===== src/rtl/stepper_pkg.sv =====
// Shared definitions for the STEP/DIR pulse generator: state codes and the
// effective step period calculation.
package stepper_pkg;

    typedef logic [1:0] state_t;

    localparam state_t ST_IDLE      = 2'd0;
    localparam state_t ST_DIR_SETUP = 2'd1;
    localparam state_t ST_HIGH      = 2'd2;
    localparam state_t ST_LOW       = 2'd3;

    // Scaled period, clamped so the driver never sees steps faster than min_period.
    function automatic logic [31:0] calc_step_period(input logic [31:0] period_s,
                                                     input int          shift,
                                                     input logic [31:0] min_period);
        logic [31:0] scaled;
        scaled = period_s << shift;
        return (scaled < min_period) ? min_period : scaled;
    endfunction

endpackage


===== src/rtl/step_pulse_gen_if.sv =====
// Controller-side bundle of the step pulse generator: enable/direction/period
// in, STEP/DIR plus status and position out.
interface step_pulse_gen_if #(
    parameter int WIDTH_WORK = 16,
    parameter int POS_WIDTH  = 32
);
    logic                  en;
    logic                  dir;
    logic [WIDTH_WORK-1:0] period;
    logic                  step_out;
    logic                  dir_out;
    logic                  busy;
    logic                  step_done;
    logic [POS_WIDTH-1:0]  pos;

    modport master (
        output en, dir, period,
        input  step_out, dir_out, busy, step_done, pos
    );

    modport slave (
        input  en, dir, period,
        output step_out, dir_out, busy, step_done, pos
    );
endinterface


===== src/rtl/step_period_capture.sv =====
// Brings the asynchronously written period word into the clk domain: a value is
// accepted only when two consecutive samples agree, so torn words never pass.
module step_period_capture #(
    parameter int WIDTH = 16
) (
    input  logic             clk,
    input  logic             rst,
    input  logic [WIDTH-1:0] period_in,
    output logic [WIDTH-1:0] period_s
);

    logic [WIDTH-1:0] p0_q;
    logic [WIDTH-1:0] p0_d;
    logic [WIDTH-1:0] period_s_q;
    logic [WIDTH-1:0] period_s_d;

    always_comb begin
        p0_d       = period_in;
        period_s_d = period_s_q;
        if (period_in == p0_q) begin
            period_s_d = p0_q;
        end
    end

    always_ff @(posedge clk or posedge rst) begin
        if (rst) begin
            p0_q       <= '0;
            period_s_q <= '0;
        end else begin
            p0_q       <= p0_d;
            period_s_q <= period_s_d;
        end
    end

    assign period_s = period_s_q;

endmodule


===== src/rtl/step_pulse_gen.sv =====
// STEP/DIR generator for the external stepper driver: fixed pulse width, DIR
// setup before the first step after a reversal, clamped step period, position count.
//
//   state        | meaning
//   -------------+---------------------------------------------------------
//   ST_IDLE      | no step in flight, waiting for en with a nonzero period
//   ST_DIR_SETUP | dir_out just changed, holding off the next STEP rise
//   ST_HIGH      | STEP asserted for PULSE_W cycles
//   ST_LOW       | STEP low for the rest of the latched period t_q
module step_pulse_gen
    import stepper_pkg::*;
#(
    parameter int WIDTH_WORK    = 16,
    parameter int PRESCALE_LOG2 = 3,
    parameter int PULSE_W       = 100,
    parameter int DIR_SETUP     = 250,
    parameter int MIN_PERIOD    = 200,
    parameter int POS_WIDTH     = 32
) (
    input  logic             clk,
    input  logic             rst,
    step_pulse_gen_if.slave  bus
);

    localparam int CW = WIDTH_WORK + PRESCALE_LOG2;

    localparam logic [CW-1:0]        ONE_C       = CW'(1);
    localparam logic [CW-1:0]        PULSE_W_C   = CW'(PULSE_W);
    localparam logic [CW-1:0]        DIR_SETUP_C = CW'(DIR_SETUP);
    localparam logic [POS_WIDTH-1:0] POS_ONE     = POS_WIDTH'(1);

    logic [WIDTH_WORK-1:0] period_s;
    logic [CW-1:0]         t_calc;
    logic                  go;
    logic                  decide;
    logic                  start_step;

    state_t                state_q,     state_d;
    logic [CW-1:0]         cnt_q,       cnt_d;
    logic [CW-1:0]         t_q,         t_d;
    logic                  step_out_q,  step_out_d;
    logic                  dir_out_q,   dir_out_d;
    logic                  busy_q,      busy_d;
    logic                  step_done_q, step_done_d;
    logic [POS_WIDTH-1:0]  pos_q,       pos_d;

    step_period_capture #(
        .WIDTH     (WIDTH_WORK)
    ) u_capture (
        .clk       (clk),
        .rst       (rst),
        .period_in (bus.period),
        .period_s  (period_s)
    );

    assign t_calc = CW'(calc_step_period(32'(period_s), PRESCALE_LOG2, 32'(MIN_PERIOD)));
    assign go     = bus.en && (period_s != '0);

    always_comb begin
        state_d    = state_q;
        cnt_d      = cnt_q;
        t_d        = t_q;
        dir_out_d  = dir_out_q;
        pos_d      = pos_q;
        decide     = 1'b0;
        start_step = 1'b0;

        case (state_q)
            ST_IDLE: begin
                decide = 1'b1;
            end
            ST_DIR_SETUP: begin
                if (!go) begin
                    state_d = ST_IDLE;
                end else if (cnt_q == '0) begin
                    start_step = 1'b1;
                end else begin
                    cnt_d = cnt_q - ONE_C;
                end
            end
            ST_HIGH: begin
                // en is deliberately ignored here so a pulse is never cut short
                if (cnt_q == '0) begin
                    state_d = ST_LOW;
                    cnt_d   = t_q - PULSE_W_C - ONE_C;
                end else begin
                    cnt_d = cnt_q - ONE_C;
                end
            end
            ST_LOW: begin
                if (cnt_q == '0) begin
                    decide = 1'b1;
                end else begin
                    cnt_d = cnt_q - ONE_C;
                end
            end
            default: begin
                state_d = ST_IDLE;
            end
        endcase

        if (decide) begin
            if (!go) begin
                state_d = ST_IDLE;
            end else if (bus.dir == dir_out_q) begin
                start_step = 1'b1;
            end else begin
                dir_out_d = bus.dir;
                state_d   = ST_DIR_SETUP;
                cnt_d     = DIR_SETUP_C - ONE_C;
            end
        end

        // The period is frozen here so later changes only affect the next step.
        if (start_step) begin
            state_d = ST_HIGH;
            cnt_d   = PULSE_W_C - ONE_C;
            t_d     = t_calc;
            pos_d   = dir_out_q ? (pos_q + POS_ONE) : (pos_q - POS_ONE);
        end

        step_out_d  = (state_d == ST_HIGH);
        busy_d      = (state_d != ST_IDLE);
        step_done_d = (state_d == ST_LOW) && (cnt_d == '0);
    end

    always_ff @(posedge clk or posedge rst) begin
        if (rst) begin
            state_q     <= ST_IDLE;
            cnt_q       <= '0;
            t_q         <= '0;
            step_out_q  <= 1'b0;
            dir_out_q   <= 1'b0;
            busy_q      <= 1'b0;
            step_done_q <= 1'b0;
            pos_q       <= '0;
        end else begin
            state_q     <= state_d;
            cnt_q       <= cnt_d;
            t_q         <= t_d;
            step_out_q  <= step_out_d;
            dir_out_q   <= dir_out_d;
            busy_q      <= busy_d;
            step_done_q <= step_done_d;
            pos_q       <= pos_d;
        end
    end

    assign bus.step_out  = step_out_q;
    assign bus.dir_out   = dir_out_q;
    assign bus.busy      = busy_q;
    assign bus.step_done = step_done_q;
    assign bus.pos       = pos_q;

endmodule


===== src/flat_wrapper.sv =====
// flat-port wrapper written by rule: the top's interface ports become plain ports
module step_pulse_gen_flat import stepper_pkg::*;
#(
    parameter int WIDTH_WORK    = 16,
    parameter int PRESCALE_LOG2 = 3,
    parameter int PULSE_W       = 100,
    parameter int DIR_SETUP     = 250,
    parameter int MIN_PERIOD    = 200,
    parameter int POS_WIDTH     = 32
)
  (clk, rst, bus_en, bus_dir, bus_period, bus_step_out, bus_dir_out, bus_busy, bus_step_done, bus_pos);
  step_pulse_gen_if #(.WIDTH_WORK(WIDTH_WORK), .POS_WIDTH(POS_WIDTH)) bus_i ();
  input  logic clk;
  input  logic rst;
  input wire logic [$bits(bus_i.en)-1:0] bus_en;
  input wire logic [$bits(bus_i.dir)-1:0] bus_dir;
  input wire logic [$bits(bus_i.period)-1:0] bus_period;
  output wire logic [$bits(bus_i.step_out)-1:0] bus_step_out;
  output wire logic [$bits(bus_i.dir_out)-1:0] bus_dir_out;
  output wire logic [$bits(bus_i.busy)-1:0] bus_busy;
  output wire logic [$bits(bus_i.step_done)-1:0] bus_step_done;
  output wire logic [$bits(bus_i.pos)-1:0] bus_pos;
  assign bus_i.en = bus_en;
  assign bus_i.dir = bus_dir;
  assign bus_i.period = bus_period;
  assign bus_step_out = bus_i.step_out;
  assign bus_dir_out = bus_i.dir_out;
  assign bus_busy = bus_i.busy;
  assign bus_step_done = bus_i.step_done;
  assign bus_pos = bus_i.pos;
  step_pulse_gen #(.WIDTH_WORK(WIDTH_WORK), .PRESCALE_LOG2(PRESCALE_LOG2), .PULSE_W(PULSE_W), .DIR_SETUP(DIR_SETUP), .MIN_PERIOD(MIN_PERIOD), .POS_WIDTH(POS_WIDTH)) u_core (.clk(clk), .rst(rst), .bus(bus_i));
endmodule

===== config.mk =====
export PLATFORM = sky130hd
export DESIGN_NAME = step_pulse_gen_flat
export DESIGN_NICKNAME = d
export VERILOG_FILES = /design/src/rtl/stepper_pkg.sv /design/src/rtl/step_pulse_gen_if.sv /design/src/rtl/step_period_capture.sv /design/src/rtl/step_pulse_gen.sv /design/src/flat_wrapper.sv
export SDC_FILE = /design/constraint.sdc
export NUM_CORES = 1
export LEC_CHECK = 0
export CAP_MARGIN = 20
export CELL_PAD_IN_SITES_DETAIL_PLACEMENT = 1
export CELL_PAD_IN_SITES_GLOBAL_PLACEMENT = 1
export CORE_MARGIN = 1.5
export CORE_UTILIZATION = 49
export CTS_CLUSTER_DIAMETER = 80
export DETAILED_ROUTE_END_ITERATION = 6
export GPL_TIMING_DRIVEN = 0
export PLACE_DENSITY_LB_ADDON = 0.1
export REMOVE_ABC_BUFFERS = 1
export SLEW_MARGIN = 5
export SYNTH_ARGS = -nofsm -noshare
export SYNTH_HDL_FRONTEND = slang
export SYNTH_SLANG_ARGS = --single-unit

===== constraint.sdc =====
create_clock -name clk -period 10.7 [get_ports clk]
set_input_delay 1.605 -clock clk [delete_from_list [all_inputs] [get_ports clk]]
set_output_delay 1.605 -clock clk [all_outputs]
set_load 0.01 [all_outputs]

==> out/results.ini, run 1 <==
[outcome]
status=completed

[global_routing]
antenna_found_initial=0
grt_first_pass_wirelength_um=30510
busiest_layer=met2
use_met3_pct=5.699
grt_max_degree=58
grtUsageTotal_pct=26.79
grt_pass1_vias=6162
grt_use_met2_pct=47.04
grt.overflow.total=0
grt_use_met1_pct=33.25

[clock_tree]
cts.clk_slew.worst_paths_ns=0.08
clock-sinks=105
root_buffer=clkbuf_16
numCtsBuffers=9
htree_levels=3
postCtsSetupBuffers=0
clockBufferDepth=2
cts_tree=built
cts.repair.resized=0
clock_latency_ns=0.36
holdBufCountCts=0

[floorplan]
initial_core_util_pct=50.09
fp.coreArea_sq_mm=0.01319
rows=42
io_pins=56
die_area_sq_mm=0.01419
die_w_um=119.1
die_height_um=119.1

[yosys]
synth-seq-cells=105
ys.flop_type=dfrtp_1
post_synth.cell_area_avg_sq_um=9.051
synth.most_common_cell=nand2_1
async_reset_ff_share_pct=100.0
syn_area_sq_mm=0.006608
synth_cell_types=67
synth_area_leader_cell=dfrtp_1
synth_edf_count=0
synth_top_area_share_pct=39.77
yosysSeqAreaShare_pct=39.77
synth_area_leaders=dfrtp_1, ha_1, nand2_1
synth_cells=730
yosys_warnings=0
synthTopCellsByCount=nand2_1, dfrtp_1, o21ai_0

[setup_path]
cp_slowest_stage_delay_ns=0.80
path_common_cell=nand2_1
critPathKind=reg2reg
slowest_stage=nor4_4
crit_buf_inv=2
worstPathMaxFanout=46
start_kind=flip-flop
worstPathRequired_ns=10.94
crit_arrival_ns=4.75
cp_cell_sequence=or4_4, or4b_4, nor4_4, inv_2, o22ai_2, nand2_1, nand2_1, nand2_2, buf_12, nor2_1, mux2i_1, xnor2_1
path_delay_family=simple AND/OR/NAND/NOR gates
critPathCaptureType=flip-flop

[sta]
holdWs_ns=0.4974
drv_slew=0
rsz0062_at_grt=false
hold_violations=0
setup_viol=0
relSlewSlack_pct=36.42
final_period_minus_worst_setup_slack_ns=4.506
finClkSkew_ns=0.01048
fin_setup_tns_ns=0
period_share_pct=42.11
maxClockFrequency_ghz=0.2219
fin_ws_ns=6.194
tightest_slew_ns=0.9466

[pwr]
clockPowerShare_pct=29.7
swShare_pct=36.74
combPwrFrac_pct=29.5
internal-power_uw=738.8
p_leak_uw=0.003629
seqPwrFrac_pct=40.8
power.density_mw_per_mm2=151.6
power_switching_uw=429.1
max-vdd-ir-drop_v=0.00008849

[job]
drv_cap=0

[min_path]
hp-class=reg2reg

[place]
gp_congestion=0.8598
place_area_sq_mm=0.007381
dp_hpwl_um=13090
port_buffers=55
post-place-ws_ns=6.149

[route]
routed_wl_um=17990
drc=0
wire_per_inst_um=18.72
first_iter_violations=246
dr.pass1.iters=5
vias_per_cell=5.901
via_count=5671
ant_nets=0

[cells_and_area]
area_growth_pct=16.61
post-route-util_pct=58.41
drive_above_1_share_pct=7.006
nets=839
diodes=0
design_area_sq_mm=0.007705

-- path summary, 6_finish.rpt --
path                                     from                       end  slack, ns  cells after the start
max                           u_core.cnt_q[9]        u_core.bus.pos[31]       6.19                     12
min                        u_core.bus.pos[31]        u_core.bus.pos[31]       0.50                      1
max reg2reg                   u_core.cnt_q[9]        u_core.bus.pos[31]       6.19                     12
min reg2reg                u_core.bus.pos[31]        u_core.bus.pos[31]       0.50                      1
max in group asynchronous                 rst           u_core.cnt_q[5]       8.29                      3
min in group asynchronous                 rst  u_core.u_capture.p0_q[2]       1.68                      2
-- cell families after synthesis --
logic type / synth area share [%]
compound gates: 18.96
mux: 3.049
flops: 39.77
simple gates: 18.86
buf+inv: 2.992
fa+ha+maj: 7.499
xor+xnor: 8.881
-- placed cells by master (no fill, tap or decap), types with 3 or more instances in the layout --
cell	Yosys	layout
a211o_1	3	3
a211oi_1	6	6
a21o_1	18	18
a21oi_1	39	39
a221o_1	5	5
a31oi_1	8	8
a41oi_1	3	3
and2_1	4	4
and3_1	5	5
clkbuf_16	0	9
clkdlybuf4s50_1	0	55
clkinv_8	0	4
dfrtp_1	105	105
ha_1	38	38
inv_1	27	26
mux2_2	17	17
nand2_1	115	114
nand2b_1	6	6
nand3_1	12	12
nand3b_1	3	3
nand4_1	4	4
nor2_1	41	41
nor2b_1	5	5
nor3_1	25	25
nor3b_1	7	7
nor4_1	13	13
o211ai_1	13	13
o21a_1	3	3
o21ai_0	62	62
o21ai_1	3	3
o21bai_1	6	6
or2_2	3	3
or3_1	5	5
xnor2_1	23	23
xor2_1	44	44
-- routing by layer --
metal	vias up	wire, um
li1	2712	-
met1	2798	7680
met2	133	9224
met3	28	749
met4	0	337
met5	-	0
-- state kept, by name, summed over array words and instances, names as in the netlist --
| name | flops |
|---|---|
| u_core.u_capture.p0_q | 16 |
| u_core.bus.pos | 32 |
| u_core.bus.step_done | 1 |
| u_core.t_q | 16 |
| u_core.cnt_q | 19 |
| u_core.bus.step_out | 1 |
| u_core.bus.dir_out | 1 |
| u_core.state_q | 2 |
| u_core.bus.busy | 1 |
| u_core.u_capture.period_s | 16 |
-- layout make-up --
type / instances / area (sq um)
fill: 1522 / 5485
tap: 176 / 220.2
timing repair buffer: 60 / 645.6
inverter: 28 / 107.6
clock inverter: 7 / 93.84
multi-input combinational: 576 / 3785
clock buffer: 9 / 225.2
sequential: 105 / 2628
-- power groups by stage --
stage | registers, uW | clock network (uW) | logic [uW]
4_1_cts | 476 | 354 | 343
3_5_place_dp | 482 | 0 | 339
5_1_grt | 482 | 372 | 381
2_1_floorplan | 474 | 0 | 240
3_3_place_gp | 480 | 0 | 321
6_report | 477 | 347 | 344
-- per-stage QoR --
stage | power (uW) | cells
3_3_place_gp | 801.5 | 940
6_report | 1168 | 961
2_1_floorplan | 714.5 | 709
5_1_grt | 1235 | 961
3_5_place_dp | 821.8 | 944
4_1_cts | 1173 | 960
(Power assumes the default switching activity.)
==> run 2, diff against run 1 <==
CORE_UTILIZATION = 45   (was 49)
clock period = 4.5 ns   (was 10.7 ns; I/O delays follow)
==> run 2 against run 1 <==
  * Routed wire length fell by 0.11%
  * Utilization fell by 4.6 points
  * First-iteration DRC count rose by 30%
  * Maximum frequency rose by 12%
  * Setup slack got worse by 5.7 ns
  * Via count fell by 0.30%
  * Total power rose by 150%
  * Register-to-register slack got worse by 5.7 ns
  * Count of clock-buffer cells in the layout did not move
  * Combinational power rose by 150%
  * Critical endpoint is now u_core.bus.step_done
  * Highest routed layer unchanged
==> out/results.ini, run 2 (same netlist as run 1, synthesis figures left out) <==
[outcome]
status=completed

[global_routing]
grt_max_degree=65  ; +12%
use_met3_pct=3.297  ; -2.4 points
grt_pass1_vias=5890  ; -4.4%
antenna_found_initial=0  ; unchanged
busiest_layer=met2
grt_first_pass_wirelength_um=29550  ; -3.1%
grt.overflow.total=0  ; unchanged
grtUsageTotal_pct=24.77  ; -2.0 points
grt_use_met2_pct=41.72  ; -5.3 points
grt_use_met1_pct=32.34  ; -0.91 points

[clock_tree]
cts.clk_slew.worst_paths_ns=0.09  ; about the same
cts_tree=built
numCtsBuffers=9  ; unchanged
postCtsSetupBuffers=0  ; unchanged
holdBufCountCts=0  ; unchanged
root_buffer=clkbuf_16
htree_levels=3  ; unchanged
clock-sinks=105  ; unchanged
clock_latency_ns=0.37  ; about the same
cts.repair.resized=0  ; unchanged
clockBufferDepth=2  ; unchanged

[cells_and_area]
drive_above_1_share_pct=7.595  ; +0.59 points
largest_reg_flops=32  ; unchanged
post-route-util_pct=53.83  ; -4.6 points
area_growth_pct=17.52
nets=844  ; +0.60%
layout_common_cells=nand2_1, dfrtp_1, o21ai_0
final_cells=974  ; +1.4%
diodes=0  ; unchanged
final_common_cell=nand2_1

[sta]
setup_viol=0  ; unchanged
drv_slew=0  ; unchanged
rsz0062_at_grt=false
period_share_pct=89.62  ; +48 points
finClkSkew_ns=0.01500  ; +0.004521 ns
tightest_slew_ns=0.9444  ; -0.002190 ns
maxClockFrequency_ghz=0.2480  ; +12%
relSlewSlack_pct=37.04  ; +0.62 points
hold_violations=0  ; unchanged
final_period_minus_worst_setup_slack_ns=4.033  ; -0.4730 ns
fin_ws_ns=0.4671  ; -5.727 ns

[floorplan]
io_pins=56  ; unchanged
fp.coreArea_sq_mm=0.01442  ; +9.4%
die_w_um=124.2  ; +4.2%
die_height_um=124.2  ; +4.2%
rows=44  ; +4.8%
initial_core_util_pct=45.81  ; -4.3 points
die_area_sq_mm=0.01542  ; +8.7%

[setup_path]
path_delay_family=simple AND/OR/NAND/NOR gates
worst-path-stages=12  ; unchanged
crit_buf_inv=2  ; unchanged
crit_arrival_ns=4.33  ; -0.42 ns
cp_slowest_stage_delay_ns=0.59  ; -0.21 ns
cp_cell_sequence=or4_4, or4b_4, nor4_4, buf_4, buf_4, nand2_1, a21o_1, a21oi_4, a21oi_1, nor4_1, nand4bb_1, nor3_2
ff2ff_path_depth=12  ; unchanged
worstPathRequired_ns=4.80  ; -6.14 ns
critPathCaptureType=flip-flop
critPathKind=reg2reg
start_kind=flip-flop
worstPathMaxFanout=14  ; -70%
slowest_stage=or4_4
path_common_cell=buf_4

[pwr]
max-vdd-ir-drop_v=0.0002174  ; +150%
p_leak_uw=0.003664  ; +0.95%
power.density_mw_per_mm2=369.5  ; +140%

[place]
port_buffers=55  ; unchanged
gp_congestion=0.8978  ; +4.4%
dp_hpwl_um=13240  ; +1.2%
post-place-ws_ns=0.1444  ; -6.005 ns
place_inst=952  ; +0.85%

[route]
drc=0  ; unchanged
vias_per_cell=5.805  ; -1.6%
routed_wl_um=17970  ; -0.11%
wire_per_inst_um=18.45  ; -1.4%
ant_nets=0  ; unchanged
first_iter_violations=320  ; +30%
via_count=5654  ; -0.30%
dr.pass1.iters=4  ; -1

[min_path]
hp-class=reg2reg
worstHoldPathCells=1  ; unchanged

[job]
drv_cap=0  ; unchanged

-- run 2: cell count changes in the layout (fill, tap and decap cells not counted) --
cell / change
buf_8: -1
buf_4: +5
clkinv_8: -1
bufinv_16: +1
inv_8: +1
inv_6: -1
buf_6: +1
-- run 2: report_power, final --
group | total [uW] | internal, uW | switching (uW)
sequential | 1130 | 1020 | 108
clock | 893 | 456 | 437
combinational | 845 | 353 | 492
-- run 2: final cells by class --
type | instances | area, sq um
sequential | 105 | 2628
clock buffer | 9 | 225.2
multi-input combinational | 576 | 3785
inverter | 28 | 107.6
timing repair buffer | 65 | 679.4
tap | 184 | 230.2
clock inverter | 7 | 110.1
fill | 1698 | 6659
-- run 2: stage by stage --
step	instance area, sq um	total power (uW)	TNS, ns	hold slack, ns
2_1_floorplan	6515	1699	0	0.4556
3_3_place_gp	7296	1911	-89.66	0.4608
3_5_place_dp	7387	1959	0	0.4755
4_1_cts	7722	2852	0	0.4907
5_1_grt	7765	3023	0	0.5019
6_report	7765	2869	0	0.4820
-- run 2: path summary, 6_finish.rpt --
kind / end / slack, ns / start
worst min register to register: u_core.bus.pos[31] / 0.48 / u_core.bus.pos[31]
min in group asynchronous: u_core.u_capture.p0_q[13] / 0.72 / rst
worst max register to register: u_core.bus.step_done / 0.47 / u_core.cnt_q[9]
worst max-delay path: u_core.bus.step_done / 0.47 / u_core.cnt_q[9]
max in group asynchronous: u_core.bus.pos[19] / 3.06 / rst
worst min-delay path: u_core.bus.pos[31] / 0.48 / u_core.bus.pos[31]
-- run 2: worst reg2reg max path: stages (launching register included) --
cell and delay, ns:
dfrtp_1 0.47, or4_4 0.59, or4b_4 0.54, nor4_4 0.28
buf_4 0.21, buf_4 0.14, nand2_1 0.08, a21o_1 0.26
a21oi_4 0.42, a21oi_1 0.15, nor4_1 0.48, nand4bb_1 0.18
nor3_2 0.16
-- run 2: routing by layer --
metal / vias to the layer above / wire length, um
li1: 2720 / -
met1: 2793 / 8084
met2: 116 / 8842
met3: 25 / 682
met4: 0 / 363
met5: - / 0
==> run 3, diff against run 2 <==
MAX_ROUTING_LAYER = met4   (was default)
==> run 3 against run 2 <==
  * Setup slack got worse by 0.11 ns
  * Combinational power increased by 2%
  * Non-clock buffer count unchanged
  * Register-to-register slack got worse by 0.11 ns
  * Clock power decreased by 7.8%
  * Total power decreased by 1.9%
  * Final cell count unchanged
  * Design area decreased by 0.18%
  * Utilization decreased by 0.095 points
  * Hold slack got worse by 0.0046 ns
  * Global-route usage increased by 0.47 points
  * Die area unchanged
  * Critical endpoint is now u_core.bus.pos[31]
  * Highest routed layer unchanged
==> out/results.ini, run 3 (same netlist as run 1, synthesis figures left out) <==
[setup_path]
worstPathRequired_ns=4.79  ; about the same
critPathKind=reg2reg
timing.rr.start=u_core.bus.dir_out
path_common_cell=o21ai_0
cp_cell_sequence=clkinvlp_4, buf_16, ha_1, and3_1, a221oi_1, o21ai_0, a21oi_1, o21ai_0, a41oi_2, o211ai_1, a41oi_1, mux2i_1, xnor2_1
crit_arrival_ns=4.42  ; +0.09 ns
worstPathMaxFanout=24  ; +10
start_kind=flip-flop
setup.worst_path.start=u_core.bus.dir_out
path_delay_family=compound AO/OA/AOI/OAI gates
critPathCaptureType=flip-flop
slowest_stage=dfrtp_1
crit_buf_inv=2  ; unchanged
cp_slowest_stage_delay_ns=0.45  ; -0.14 ns

[cells_and_area]
post-route-util_pct=53.74  ; -0.095 points
area_growth_pct=17.31
layout_common_cells=nand2_1, dfrtp_1, o21ai_0
largest_reg_flops=32  ; unchanged
nets=844  ; unchanged
final_common_cell=nand2_1
drive_above_1_share_pct=7.848  ; +0.25 points
diodes=0  ; unchanged
final_cells=974  ; unchanged

[floorplan]
rows=44  ; unchanged
die_w_um=124.2  ; unchanged
io_pins=56  ; unchanged
initial_core_util_pct=45.81  ; unchanged
die_area_sq_mm=0.01542  ; unchanged
die_height_um=124.2  ; unchanged
fp.coreArea_sq_mm=0.01442  ; unchanged

[sta]
period_share_pct=91.98  ; +2.4 points
maxClockFrequency_ghz=0.2416  ; -2.6%
final_period_minus_worst_setup_slack_ns=4.139  ; +0.1060 ns
hold_violations=0  ; unchanged
relSlewSlack_pct=27.01  ; -10 points
setup_viol=0  ; unchanged
tightest_slew_ns=1.088  ; +0.1438 ns
rsz0062_at_grt=false
drv_slew=0  ; unchanged
finClkSkew_ns=0.01068  ; -0.004317 ns

[clock_tree]
cts.clk_slew.worst_paths_ns=0.08  ; about the same
clockBufferDepth=2  ; unchanged
cts_tree=built
root_buffer=clkbuf_16
clock_latency_ns=0.37  ; about the same
numCtsBuffers=9  ; unchanged
holdBufCountCts=0  ; unchanged
clock-sinks=105  ; unchanged
htree_levels=3  ; unchanged

[route]
vias_per_cell=5.805  ; unchanged
ant_nets=0  ; unchanged
routed_wl_um=17780  ; -1.1%
via_count=5654  ; unchanged
drc=0  ; unchanged
dr.pass1.iters=5  ; +1
wire_per_inst_um=18.25  ; -1.1%
first_iter_violations=354  ; +11%

[min_path]
hp-class=reg2reg
hp-start=u_core.bus.pos[31]

[pwr]
power.density_mw_per_mm2=363.0  ; -1.8%
max-vdd-ir-drop_v=0.0001931  ; -11%
power_uw=2814  ; -1.9%
p_leak_uw=0.003641  ; -0.62%

[place]
dp_hpwl_um=12760  ; -3.7%
gp_congestion=0.9074  ; +1.1%
port_buffers=55  ; unchanged
place_inst=952  ; unchanged

[job]
drv_cap=0  ; unchanged

[global_routing]
grt_max_degree=67  ; +3.1%
grtUsageTotal_pct=25.24  ; +0.47 points
grt.overflow.total=0  ; unchanged
grt_first_pass_wirelength_um=29510  ; -0.14%
antenna_found_initial=0  ; unchanged
grt_pass1_vias=5786  ; -1.8%

[outcome]
status=completed

run 3: area by class of cell:
cell class                      count  area (sq um)
Clock buffer                       10         239.0
Clock inverter                      6         68.82
Fill cell                        1693          6673
Inverter                           28         111.4
Multi-Input combinational cell    576          3792
Sequential cell                   105          2628
Tap cell                          184         230.2
Timing Repair Buffer               65         681.9
run 3: final timing paths:
path,endpoint,slack (ns),depth (start not counted)
max in group asynchronous,u_core.bus.pos[27],3.07,3
setup reg to reg,u_core.bus.pos[31],0.36,13
hold reg to reg,u_core.bus.pos[31],0.48,1
min in group asynchronous,u_core.u_capture.p0_q[1],0.72,2
setup / recovery,u_core.bus.pos[31],0.36,13
hold / removal,u_core.bus.pos[31],0.48,1
run 3: what timing repair did:
item,in CTS,in global routing
gates resized for setup,0,2
buffers inserted,0,6
hold endpoints to repair,0,0
setup endpoints to repair,0,5
run 3: power breakdown:
part	internal, uW	leakage (uW)	switching (uW)
Sequential	1020	0.00135	108
Combinational	358	0.00215	501
Clock	409	0.000147	414
Total	1790	0.00364	1020
run 3: metrics by stage:
stage | instance area, sq um | setup slack, ns | TNS (ns) | hold WS, ns
after global placement | 7296 | -0.7080 | -90.91 | 0.4608
after floorplan | 6515 | 0.3278 | 0 | 0.4556
final | 7751 | 0.3610 | 0 | 0.4774
after CTS | 7695 | 0.1229 | 0 | 0.4855
after detailed placement | 7387 | 0.1309 | 0 | 0.4748
after global routing | 7751 | 0.06445 | 0 | 0.5041
run 3: worst reg2reg max path, cell delays in order (launching register included):
cell        delay (ns)
dfrtp_1           0.45
clkinvlp_4        0.30
buf_16            0.26
ha_1              0.40
and3_1            0.23
a221oi_1          0.29
o21ai_0           0.16
a21oi_1           0.39
o21ai_0           0.28
a41oi_2           0.39
o211ai_1          0.18
a41oi_1           0.33
mux2i_1           0.27
xnor2_1           0.14
run 3: per-layer routing:
layer	vias up	track usage (%)	part of all wire, %
li1	2718	-	-
met1	2800	33.00	46
met2	116	40.52	49
met3	20	3.068	3.5
met4	0	9.020	1.6
met5	-	-	0
